## src/rtl/wav_ahb2apb.sv

```systemverilog
// wav_ahb2apb: AHB-Lite slave to APB3 master bridge, one 32-bit transfer at a time.
// Define WAV_AHB2APB_PSLVERR_EN to turn APB slave errors into AHB ERROR responses.
module wav_ahb2apb #(
   parameter int AWIDTH = 32,
   parameter int DWIDTH = 32
) (
   input  logic              i_hclk,
   input  logic              i_hrst_n,
   input  logic              i_hsel,
   input  logic [AWIDTH-1:0] i_haddr,
   input  logic              i_hwrite,
   input  logic [1:0]        i_htrans,
   input  logic [2:0]        i_hsize,
   input  logic [2:0]        i_hburst,
   input  logic [DWIDTH-1:0] i_hwdata,
   input  logic              i_hready,
   output logic              o_hready,
   output logic [1:0]        o_hresp,
   output logic [DWIDTH-1:0] o_hrdata,
   output logic [AWIDTH-1:0] o_paddr,
   output logic              o_psel,
   output logic              o_penable,
   output logic              o_pwrite,
   output logic [DWIDTH-1:0] o_pwdata,
   input  logic [DWIDTH-1:0] i_prdata,
   input  logic              i_pready,
   input  logic              i_pslverr
);
   localparam logic [2:0] AHB_SIZE_WORD  = 3'b010;
   localparam logic [1:0] AHB_RESP_OK    = 2'b00;
   localparam logic [1:0] AHB_RESP_ERROR = 2'b01;
   typedef enum logic [2:0] {IDLE, WDATA, SETUP, ACCESS, ERR1, ERR2} state_t;
   state_t state_q, state_d;
   logic accept, legal, err, can_accept;
   logic unused_ok;
   assign accept     = i_hsel & i_hready & i_htrans[1];
   assign legal      = (i_hsize == AHB_SIZE_WORD) && (i_haddr[1:0] == 2'b00);
   assign can_accept = (state_q == IDLE) || (state_q == ERR2);
`ifdef WAV_AHB2APB_PSLVERR_EN
   assign err       = i_pslverr;
   assign unused_ok = ^i_hburst;
`else
   assign err       = 1'b0;
   assign unused_ok = ^{i_hburst, i_pslverr};
`endif
   always_comb begin
      state_d = state_q;
      case (state_q)
         IDLE, ERR2: state_d = !accept ? IDLE : !legal ? ERR1 : i_hwrite ? WDATA : SETUP;
         WDATA:      state_d = SETUP;
         SETUP:      state_d = ACCESS;
         ACCESS:     state_d = !i_pready ? ACCESS : err ? ERR1 : IDLE;
         ERR1:       state_d = ERR2;
         default:    state_d = IDLE;
      endcase
   end
   // Outputs are registered decodes of the next state so they align with state_q.
   always_ff @(posedge i_hclk or negedge i_hrst_n) begin
      if (!i_hrst_n) begin
         state_q   <= IDLE;
         o_hready  <= 1'b1;
         o_hresp   <= AHB_RESP_OK;
         o_hrdata  <= '0;
         o_psel    <= 1'b0;
         o_penable <= 1'b0;
         o_pwrite  <= 1'b0;
         o_paddr   <= '0;
         o_pwdata  <= '0;
      end else begin
         state_q   <= state_d;
         o_hready  <= (state_d == IDLE) || (state_d == ERR2);
         o_hresp   <= ((state_d == ERR1) || (state_d == ERR2)) ? AHB_RESP_ERROR : AHB_RESP_OK;
         o_psel    <= (state_d == SETUP) || (state_d == ACCESS);
         o_penable <= (state_d == ACCESS);
         if (accept && can_accept) begin
            o_paddr  <= i_haddr;
            o_pwrite <= i_hwrite;
         end
         if (state_q == WDATA) o_pwdata <= i_hwdata;
         if ((state_q == ACCESS) && i_pready && !err && !o_pwrite) o_hrdata <= i_prdata;
      end
   end
endmodule
```

## config.mk

```make
export PLATFORM = sky130hd
export DESIGN_NAME = wav_ahb2apb
export DESIGN_NICKNAME = d
export VERILOG_FILES = /design/src/rtl/wav_ahb2apb.sv
export SDC_FILE = /design/constraint.sdc
export NUM_CORES = 1
export LEC_CHECK = 0
export BUFFER_PORTS_ARGS = -buffer_cell sky130_fd_sc_hd__buf_4
export CAP_MARGIN = 10
export CORE_ASPECT_RATIO = 0.5
export CORE_MARGIN = 4
export CORE_UTILIZATION = 30
export CTS_BUF_LIST = sky130_fd_sc_hd__clkbuf_16
export DETAILED_ROUTE_END_ITERATION = 12
export HOLD_SLACK_MARGIN = 0.12
export PLACE_DENSITY = 0.58
export SLEW_MARGIN = 30
export SYNTH_ARGS = -nofsm -noshare
export SYNTH_HDL_FRONTEND = slang
export SYNTH_SLANG_ARGS = --single-unit
```

## constraint.sdc

```tcl
create_clock -name i_hclk -period 2.8 [get_ports i_hclk]
set_input_delay 0.56 -clock i_hclk [delete_from_list [all_inputs] [get_ports i_hclk]]
set_output_delay 0.56 -clock i_hclk [all_outputs]
set_load 0.01 [all_outputs]
```

==> summary.md <==
| Metric | Value |
|---|---|
| Fill cells | about 1.2k |
| Main flop type after synthesis | dfrtp_1 |
| Setup crit start kind | register |
| Area growth, synth to finish | 51.3% |
| Outcome | finished clean |
| WS Path Type | reg -> reg |
| Top cell by count, worst path | nor2b_2 |
| CTS Hold Bufs | 0 |
| Num rows | 29 |
| Final period util | 0.626 |
| Detail Route Antenna Nets | 0 |
| Max IR drop VDD | approximately 0.0004 V |
| Number of detailed-route iterations in the first pass | 4 |
| Place WS | slightly above 0.8 ns |
| Synth top area share | 0.654 |
| Critical-path cell list | nor2b_2, nor2b_2, buf_4, mux2_2 |
| Detailed Route WL | around 9900 um |
| Starting Density | 0.308 |
| Die W | 170 um |
| Setup Buffers After CTS | 0 |
| CTS buffer count | 9 |
| PnR worst setup slack | between 1 and 1.5 ns |
| Global-route wire length before repair | about 15,000 um |
| Worst-skew pair later-pin latency | about 0.34 ns |
| Async SR Flop Fraction | 1.00 |
| Slew @ Worst Pin | 0.759 ns |
| Mapped Cells | 236 |
| Post-synth top cells | 103 x dfrtp_1, 95 x mux2_2, 8 x buf_2 |
| Flops & latches, synth | between 100 and 150 |
| Global route overflow | 0 |
| Clock buffer depth | 2 |
| Post-synth top area cell | dfrtp_1 |
| CTS resizes | 0 |
| Post-DR vias/cell | around 4.4 |
| Final Critical Period | 1.75 ns |
| Routed via count | about 2.7k |
| DP Cell Count | about 610 |
| Root Driver | clkbuf_16 |
| Relative slew slack | 0.490 |
| Synthesized cell area | about 0.0039 mm^2 |
| Unrepaired setup endpoints after global routing | false |
| Leak | around 2.9 nW |
| Clk sinks | ~100 |
| Final Max Slew Viols | 0 |
| Largest net degree at the start of global routing | between 50 and 60 |
| Crit path arrival time | roughly 2.0 ns |
| Initial antenna violation count | 0 |
| Area contributors post-synth | dfrtp_1 65%, mux2_2 27%, buf_2 1.0%, buf_6 0.86%, a311o_1 0.76% |
| Sequential element share of the synthesized area | 0.661 |
| Number of max-cap violations | 0 |
| Power Density | between 1000 and 1500 mW/mm^2 |
| Synth warn | 0 |
| Slowest stage delay, CP | approximately 0.41 ns |
| CTS tree | yes |
| Ports | approximately 210 |
| GP Congestion | between 0.7 and 0.8 |
| Initial DRC count | 73 |
| CP max FO | 34 |
| Reg2reg setup slack | between 1 and 1.5 ns |
| Diode count | 0 |
| Register-to-Register Path Depth | 4 |
| Die Ht | between 80 and 90 um |
| Die Area | between 0.015 and 0.02 mm^2 |
| Vias in the first global route | about 3k |
| Distinct cells, synth | 23 |
| Clk slew on worst S/H paths | 0.07 ns |
| Most frequent cell after synthesis | dfrtp_1 |
| Worst Hold Class | in -> async |
| Final Setup Violations | 0 |
| RR Startpoint | state_q[2] |
| Non-Filler Instances | 621 |
| Worst hold-check slack | approximately 0.28 ns |
| # port buffers | slightly above 200 |
| # nets final | approximately 560 |
| Dpl hpwl | about 7600 um |
| Critical path capture point type | register |
| Post-route setup TNS | 0 ns |
| Syn nets | roughly 350 |
| Core region area | around 0.013 mm^2 |
| Drt drc | 0 |
| Combined area of the multi-input logic cells | 0.00125 mm^2 |
| Wire per inst | ~16 um |
| Fin. Hold Viols | 0 |
| Register Area | about 0.0026 mm^2 |
| Fmax | 571 MHz |
| Crit path max-delay cell type | dfrtp_1 |
| R2r endpoint | o_pwdata[29] |
| Clk_skew | between 0.008 and 0.009 ns |
| EDFF count, synth | 0 |
| Total GRT Usage | 0.129 |
| CP required | approximately 3.0 ns |
| H-tree depth | 3 |
| Fraction of layout cells with a size suffix above 1 | 0.721 |
| Mapped Avg Cell Area | around 17 um^2 |
[critical path: cells and delay by family, from the launching register on]
family | cells | cell delay (ns)
buf+inv | 1 | 0.40
flops | 1 | 0.41
mux | 1 | 0.39
simple gates | 2 | 0.42
[layout by cell type, fill, tap and decap left out, drive strengths merged]
master      n
bufinv      1
o22ai       2
a311o       3
a21oi       1
o21ai       1
buf       212
nor2        2
and2        1
clkinvlp    1
clkinv      3
dfstp       1
nand3       2
nand4b      1
nor2b       2
mux2       97
nor4        1
nor4b       1
dfrtp     103
inv         2
clkbuf      9
nand2b      3
conb        1
or3         1
[state kept, by name, summed over array words and instances, names as in the netlist]
register and cells:
o_penable 1, o_pwdata 32, o_psel 1, o_hready 1, o_paddr 32, o_hrdata 32
o_pwrite 1, state_q 3, o_hresp 1
[metrics by stage]
step	power (mW)	area (um^2)	utilization
finish	6.68	5960	0.467
detailed placement	5.56	5680	0.445
CTS	6.81	5960	0.467
floorplan	4.00	3940	-
global route	7.13	5960	0.467
global placement	5.50	5680	0.445
[power by group]
part	internal, mW	switching, mW	leakage (nW)
combinational	1.69	1.12	1.49
clock	0.685	0.536	0.139
sequential	2.26	0.377	1.25
[cell type report]
type | count | area share
flip-flops and latches | 104 | 0.437
repair buffers | 212 | 0.269
multi-input cells | 119 | 0.210
clock buffers | 9 | 0.0378
well taps | 170 | 0.0357
clock inverters | 6 | 0.0101
inverters | 1 | 0.000629
[kinds of logic after synthesis]
group                  Yosys count  synth area share
AO/OA/AOI/OAI                    7            0.0133
flip-flops                     104             0.661
multiplexers                    97             0.277
buffers and inverters           13            0.0216
other                            1          0.000952
AND/OR/NAND/NOR                 14            0.0260
[how the worst max path moves through the flow]
stage | start | end | slack (ns) | depth (start not counted)
2_1_floorplan | i_htrans[1] | o_paddr[10] | 0.96 | 4
3_3_place_gp | i_htrans[1] | o_paddr[21] | 0.85 | 5
3_5_place_dp | i_htrans[1] | o_paddr[17] | 0.83 | 5
4_1_cts | state_q[2] | o_pwdata[29] | 1.04 | 4
5_1_grt | state_q[0] | o_pwdata[29] | 0.91 | 4
6_report | state_q[2] | o_pwdata[29] | 1.05 | 4
[metal layers]
metal	vias up	part of all wire	wire (um)	track usage
met5	-	0	0	0
met4	0	0.014	143	0.0384
met3	10	0.049	481	0.0345
met2	72	0.57	5610	0.241
met1	1405	0.37	3660	0.147
li1	1255	-	-	-
Power figures use the tool's default switching activity.
